## config.mk

```make
export PLATFORM = sky130hd
export DESIGN_NAME = multicycle_control
export DESIGN_NICKNAME = d
export VERILOG_FILES = /design/src/rtl/mips_ctrl_pkg.sv /design/src/rtl/mem_wait_timer.sv /design/src/rtl/multicycle_control.sv
export SDC_FILE = /design/constraint.sdc
export NUM_CORES = 1
export LEC_CHECK = 0
export ABC_AREA = 1
export CAP_MARGIN = 20
export CORE_MARGIN = 2
export CORE_UTILIZATION = 39
export DETAILED_ROUTE_END_ITERATION = 10
export PLACE_DENSITY = 0.72
export SYNTH_ARGS = -nofsm -noshare
export SYNTH_HDL_FRONTEND = slang
export SYNTH_SLANG_ARGS = --single-unit
```

## constraint.sdc

```tcl
create_clock -name clk -period 2 [get_ports clk]
set_clock_uncertainty 0.15 [all_clocks]
set_input_delay 0.3 -clock clk [delete_from_list [all_inputs] [get_ports clk]]
set_output_delay 0.3 -clock clk [all_outputs]
set_load 0.01 [all_outputs]
```

## src/rtl/mips_ctrl_pkg.sv

```systemverilog
// Shared constants for the multicycle MIPS control path: opcodes, ALUop codes,
// mux select codes, branch types and the main FSM state encoding.
package mips_ctrl_pkg;

   // Instruction opcodes (IR[31:26])
   localparam logic [5:0] OP_RTYPE = 6'b000000;
   localparam logic [5:0] OP_LW    = 6'b100011;
   localparam logic [5:0] OP_SW    = 6'b101011;
   localparam logic [5:0] OP_BEQ   = 6'b000100;
   localparam logic [5:0] OP_BNE   = 6'b000101;
   localparam logic [5:0] OP_BGTZ  = 6'b000111;
   localparam logic [5:0] OP_ADDI  = 6'b001000;
   localparam logic [5:0] OP_J     = 6'b000010;

   // ALUop codes consumed by alu_control
   localparam logic [1:0] ALUOP_ADD  = 2'b00;
   localparam logic [1:0] ALUOP_SUB  = 2'b01;
   localparam logic [1:0] ALUOP_FUNC = 2'b10;

   // BranchType codes; the datapath evaluates the condition
   localparam logic [1:0] BT_BEQ  = 2'b00;
   localparam logic [1:0] BT_BNE  = 2'b01;
   localparam logic [1:0] BT_BGTZ = 2'b10;

   // ALUSrcB select codes
   localparam logic [1:0] SRCB_B       = 2'b00;
   localparam logic [1:0] SRCB_FOUR    = 2'b01;
   localparam logic [1:0] SRCB_IMM     = 2'b10;
   localparam logic [1:0] SRCB_IMM_SH2 = 2'b11;

   // PCSource select codes
   localparam logic [1:0] PCSRC_ALU    = 2'b00;
   localparam logic [1:0] PCSRC_ALUOUT = 2'b01;
   localparam logic [1:0] PCSRC_JUMP   = 2'b10;

   // Main FSM state encoding; 13..15 are unused and recover to IDLE
   typedef enum logic [3:0] {
      S_IDLE     = 4'd0,
      S_FETCH    = 4'd1,
      S_DECODE   = 4'd2,
      S_MEMADR   = 4'd3,
      S_MEMRD    = 4'd4,
      S_MEMWB    = 4'd5,
      S_MEMWR    = 4'd6,
      S_RTYPE_EX = 4'd7,
      S_RTYPE_WB = 4'd8,
      S_BRANCH   = 4'd9,
      S_ADDI_EX  = 4'd10,
      S_ADDI_WB  = 4'd11,
      S_JUMP     = 4'd12
   } state_t;

   // States that issue a memory access and may stall on mem_ready
   function automatic logic is_mem_wait_state(input state_t s);
      return (s == S_FETCH) || (s == S_MEMRD) || (s == S_MEMWR);
   endfunction

endpackage

```

## src/rtl/mem_wait_timer.sv

```systemverilog
// Counts consecutive stalled cycles of a memory access and flags a timeout
// in the cycle the count reaches the limit while memory is still not ready.
module mem_wait_timer #(
   parameter int MEM_WAIT_MAX = 15
) (
   input  logic clk,
   input  logic reset,
   input  logic active,
   input  logic mem_ready,
   input  logic clear,
   output logic timeout
);

   localparam logic [7:0] LIMIT = 8'(MEM_WAIT_MAX);

   logic [7:0] wait_cnt_reg;

   // A ready in the limit cycle wins, so the timeout needs mem_ready low
   assign timeout = active && !mem_ready && (wait_cnt_reg == LIMIT);

   // Restart on any state change; count only stalled cycles of a memory state
   always_ff @(posedge clk) begin
      if (reset || clear) begin
         wait_cnt_reg <= 8'd0;
      end else if (active && !mem_ready) begin
         wait_cnt_reg <= wait_cnt_reg + 8'd1;
      end
   end

endmodule

```

## src/rtl/multicycle_control.sv

```systemverilog
// Main control FSM of the multicycle MIPS datapath. Moore decode of the state
// register, except IRWrite/PCWrite in FETCH which wait for mem_ready.
module multicycle_control
   import mips_ctrl_pkg::*;
#(
   parameter int MEM_WAIT_MAX = 15
) (
   input  logic       clk,
   input  logic       reset,
   input  logic [5:0] opcode,
   input  logic       mem_ready,
   output logic [1:0] ALUop,
   output logic       ALUSrcA,
   output logic [1:0] ALUSrcB,
   output logic [1:0] PCSource,
   output logic       PCWrite,
   output logic       PCWriteCond,
   output logic [1:0] BranchType,
   output logic       IorD,
   output logic       MemRead,
   output logic       MemWrite,
   output logic       IRWrite,
   output logic       MemtoReg,
   output logic       RegDst,
   output logic       RegWrite,
   output logic       illegal_op,
   output logic       mem_timeout,
   output logic [3:0] state
);

   state_t     state_reg;
   state_t     state_next;
   logic       is_store_reg;
   logic [1:0] branch_type_reg;
   logic       timeout;

   assign state       = state_reg;
   assign mem_timeout = timeout;

   mem_wait_timer #(
      .MEM_WAIT_MAX(MEM_WAIT_MAX)
   ) u_wait (
      .clk       (clk),
      .reset     (reset),
      .active    (is_mem_wait_state(state_reg)),
      .mem_ready (mem_ready),
      .clear     (state_next != state_reg),
      .timeout   (timeout)
   );

   // State register; opcode details needed after DECODE are latched there,
   // since opcode is only guaranteed valid in DECODE
   always_ff @(posedge clk) begin
      if (reset) begin
         state_reg       <= S_IDLE;
         is_store_reg    <= 1'b0;
         branch_type_reg <= BT_BEQ;
      end else begin
         state_reg <= state_next;
         if (state_reg == S_DECODE) begin
            is_store_reg <= (opcode == OP_SW);
            case (opcode)
               OP_BNE:  branch_type_reg <= BT_BNE;
               OP_BGTZ: branch_type_reg <= BT_BGTZ;
               default: branch_type_reg <= BT_BEQ;
            endcase
         end
      end
   end

   // Next-state and control decode; everything defaults to inactive/zero
   always_comb begin
      state_next  = state_reg;
      ALUop       = ALUOP_ADD;
      ALUSrcA     = 1'b0;
      ALUSrcB     = SRCB_B;
      PCSource    = PCSRC_ALU;
      PCWrite     = 1'b0;
      PCWriteCond = 1'b0;
      BranchType  = BT_BEQ;
      IorD        = 1'b0;
      MemRead     = 1'b0;
      MemWrite    = 1'b0;
      IRWrite     = 1'b0;
      MemtoReg    = 1'b0;
      RegDst      = 1'b0;
      RegWrite    = 1'b0;
      illegal_op  = 1'b0;

      case (state_reg)
         S_IDLE: begin
            state_next = S_FETCH;
         end
         S_FETCH: begin
            MemRead = 1'b1;
            ALUSrcB = SRCB_FOUR;
            if (mem_ready) begin
               IRWrite    = 1'b1;
               PCWrite    = 1'b1;
               state_next = S_DECODE;
            end else if (timeout) begin
               state_next = S_IDLE;
            end
         end
         S_DECODE: begin
            ALUSrcB = SRCB_IMM_SH2;
            case (opcode)
               OP_RTYPE:                 state_next = S_RTYPE_EX;
               OP_LW, OP_SW:             state_next = S_MEMADR;
               OP_BEQ, OP_BNE, OP_BGTZ:  state_next = S_BRANCH;
               OP_ADDI:                  state_next = S_ADDI_EX;
               OP_J:                     state_next = S_JUMP;
               default: begin
                  illegal_op = 1'b1;
                  state_next = S_FETCH;
               end
            endcase
         end
         S_MEMADR: begin
            ALUSrcA    = 1'b1;
            ALUSrcB    = SRCB_IMM;
            state_next = is_store_reg ? S_MEMWR : S_MEMRD;
         end
         S_MEMRD: begin
            MemRead = 1'b1;
            IorD    = 1'b1;
            if (mem_ready) begin
               state_next = S_MEMWB;
            end else if (timeout) begin
               state_next = S_IDLE;
            end
         end
         S_MEMWB: begin
            RegWrite   = 1'b1;
            MemtoReg   = 1'b1;
            state_next = S_FETCH;
         end
         S_MEMWR: begin
            MemWrite = 1'b1;
            IorD     = 1'b1;
            if (mem_ready) begin
               state_next = S_FETCH;
            end else if (timeout) begin
               state_next = S_IDLE;
            end
         end
         S_RTYPE_EX: begin
            ALUSrcA    = 1'b1;
            ALUop      = ALUOP_FUNC;
            state_next = S_RTYPE_WB;
         end
         S_RTYPE_WB: begin
            RegWrite   = 1'b1;
            RegDst     = 1'b1;
            state_next = S_FETCH;
         end
         S_BRANCH: begin
            ALUSrcA     = 1'b1;
            ALUop       = ALUOP_SUB;
            PCWriteCond = 1'b1;
            PCSource    = PCSRC_ALUOUT;
            BranchType  = branch_type_reg;
            state_next  = S_FETCH;
         end
         S_ADDI_EX: begin
            ALUSrcA    = 1'b1;
            ALUSrcB    = SRCB_IMM;
            state_next = S_ADDI_WB;
         end
         S_ADDI_WB: begin
            RegWrite   = 1'b1;
            state_next = S_FETCH;
         end
         S_JUMP: begin
            PCWrite    = 1'b1;
            PCSource   = PCSRC_JUMP;
            state_next = S_FETCH;
         end
         default: begin
            state_next = S_IDLE;
         end
      endcase
   end

endmodule

```

==> flow_summary.toml <==
[floorplanning]
pin_count = 33
die_area_mm2 = 0.00335
core-area_mm2 = 0.00276
fp.dieH_um = 57.9
die_x_um = 57.9
initial_core_util_pct = 41.0
rows = 19

[worst_hold_path]
hold_path_class = "input port to flip-flop"

[final_layout]
largest_reg_flops = 8
areaGrowthSynthToFinish_pct = 68.0
multiInputGateArea_um2 = 767
layout-drive-gt1-share_pct = 42.4
nFillCells = 232
nNetsFinal = 273
antenna_cells = 0
stdcell_area_mm2 = 0.00190
layout.cells.non_filler = 293
seqCellArea_um2 = 310
final_core_util_pct = 68.9

[pwr]
power.density_mw_per_mm2 = 459
switchingPower_uw = 307
power.leakage_nw = 0.940
p_int_uw = 564
fin_total_pwr_uw = 872
irDropWorstVdd_mv = 0.421
pwr-share-clk_pct = 19.9
p_comb_share_pct = 43.4
seq_power_share_pct = 36.7
sw_frac_of_total_pct = 35.3

[critical_path]
crit_path_end_kind = "primary output"
arrival_ns = 1.52
crit_path_max_fanout = 4
critPathKind = "flip-flop to primary output"
cp.required_ns = 1.55
critPathLaunchType = "flip-flop"

[sta]
setup_viol = 0
slew_headroom_pct = 84.4
hold_ws_ns = 0.285
rsz0062_at_grt = "true"
max_freq_ghz = 0.507
maxSlewViolCount = 0
finalCritPeriodShare_pct = 98.7
period_needed_ns = 1.97
tightest_slew_ns = 0.234
hold_viol_final = 0

[route]
avgViaCountPerCell = 4.81
detail-route-antenna-nets = 0
drc = 0
dr.first_iter.drc_count = 33
wl_per_cell_um = 11.7
dr.pass1.iters = 4
totalWireLength_um = 3440
num_vias = 1409

[clocking]
cts_root_buffer = "clkbuf_4"
cts_sinks = 15
clk_pin_slew_ns = 0.09
clock_path_buffers = 2
insertion_delay_ns = 0.29
cts_htree_levels = 1
cts_tree = "built"
numCtsBuffers = 3

[grt]
antenna_found_initial = 0
grt_max_degree = 9
grt_pass1_wl_um = 5610
gr-total-overflow = 0
grt.total_usage_pct = 21.5
grt_pass1_vias = 1289

[run_status]
outcome = "finished clean"

[yosys]
synth_flop_cell = "dfxtp_1"
synth_cell_type_count = 25
syn_nets = 192
synth_cells = 182
ys_async_sr_fraction_pct = 0
syn_area_mm2 = 0.00113
yosysWarnings = 0
synth-edff-count = 0
synth_area_per_cell_um2 = 6.21
synth_seq_area_share_pct = 26.5
ys_ff_latch = 15

[placement]
hpwl_um = 2550
dpl-instance-area_mm2 = 0.00181
placedCellCount = 287
gp_congestion = 0.833
port_buffers = 32

[run]
max_cap_violations = 0
-- synthesized netlist by cell type, types with 3 or more instances --
| cell | number | area, µm² |
|---|---|---|
| nor2_2 | 11 | 68.8 |
| nand2_1 | 32 | 120 |
| a21oi_1 | 8 | 40.0 |
| nand3_1 | 19 | 95.1 |
| nor2_1 | 26 | 97.6 |
| inv_2 | 5 | 18.8 |
| inv_1 | 31 | 116 |
| xor2_1 | 4 | 35.0 |
| nand2_4 | 3 | 33.8 |
| nand4_1 | 3 | 18.8 |
| dfxtp_1 | 15 | 300 |
| nor3_1 | 3 | 15.0 |
| nand2_2 | 3 | 18.8 |
| o21ai_0 | 4 | 20.0 |
-- metrics by stage --
stage	setup TNS, ns	worst slack, ns
2_1_floorplan	0	0.262
5_1_grt	-0.616	-0.0691
3_3_place_gp	-2.28	-0.359
6_report	0	0.0263
4_1_cts	-0.00414	-0.00414
3_5_place_dp	-2.85	-0.396
-- layout make-up --
cell class / count / area share [%]
Clock buffer: 4 / 1.38
Inverter: 36 / 7.11
Multi-Input combinational cell: 129 / 40.4
Sequential cell: 15 / 16.3
Tap cell: 31 / 2.04
Timing Repair Buffer: 78 / 32.8
-- worst max-delay path, stage by stage, from the launching register on --
cell             delay [ns]
dfxtp_4                0.38
buf_4                  0.14
nor2_2                 0.13
inv_2                  0.09
nor2_4                 0.10
inv_1                  0.07
nor2_1                 0.09
clkdlybuf4s15_2        0.23
-- cell usage in the layout, fill, tap and decap left out, types with 3 or more instances in the layout --
cell / n
buf_4: 46
nand2_1: 30
inv_1: 29
nor2_2: 17
nor2_1: 16
nand3_1: 15
dfxtp_1: 11
clkdlybuf4s50_1: 8
inv_2: 7
nor2_4: 6
nand3_2: 6
clkdlybuf4s15_1: 6
a21oi_1: 5
dlygate4sd2_1: 5
clkbuf_2: 5
nand2_2: 4
nand2_4: 4
o21ai_0: 4
xor2_1: 4
buf_2: 4
nand4_1: 3
nor3_1: 3
a21oi_2: 3
clkbuf_4: 3
dlymetal6s2s_1: 3
-- what timing repair did --
action	CTS	global route
hold endpoints to repair	0	0
hold buffers	0	0
gates resized for setup	58	28
pin swaps	2	4
setup buffers	2	0
endpoints found under the setup margin	28	25
-- power groups by stage --
| stage | Combinational (mW) | Sequential [mW] | Clock, mW |
|---|---|---|---|
| floorplan | 0.170 | 0.329 | 0 |
| global placement | 0.356 | 0.327 | 0 |
| detailed placement | 0.361 | 0.327 | 0 |
| CTS | 0.372 | 0.320 | 0.180 |
| global route | 0.412 | 0.322 | 0.199 |
| finish | 0.378 | 0.320 | 0.173 |
-- logic make-up after synthesis --
kind of cell / synth area share (%)
adder cells (fa/ha/maj): 1.11
buffers and inverters: 13.3
AO/OA/AOI/OAI: 7.86
flip-flops: 26.5
multiplexers: 0.885
XOR/XNOR: 4.65
AND/OR/NAND/NOR: 45.7
-- metal layers --
| metal | wire length [µm] | part of all wire [%] | GRT usage [%] |
|---|---|---|---|
| met1 | 1500 | 44 | 27.8 |
| met5 | 0 | 0 | 0 |
| met2 | 1670 | 48 | 34.4 |
| met3 | 165 | 4.8 | 5.58 |
| met4 | 110 | 3.2 | 8.31 |
-- final timing paths --
path | startpoint | end | slack [ns] | depth (start not counted)
worst max-delay path | state[2] | BranchType[1] | 0.03 | 7
worst min-delay path | opcode[1] | branch_type_reg[0] | 0.29 | 4
worst max register to register | state[3] | u_wait.wait_cnt_reg[4] | 0.10 | 13
worst min register to register | branch_type_reg[1] | branch_type_reg[1] | 0.32 | 2
Power figures use the tool's default switching activity.
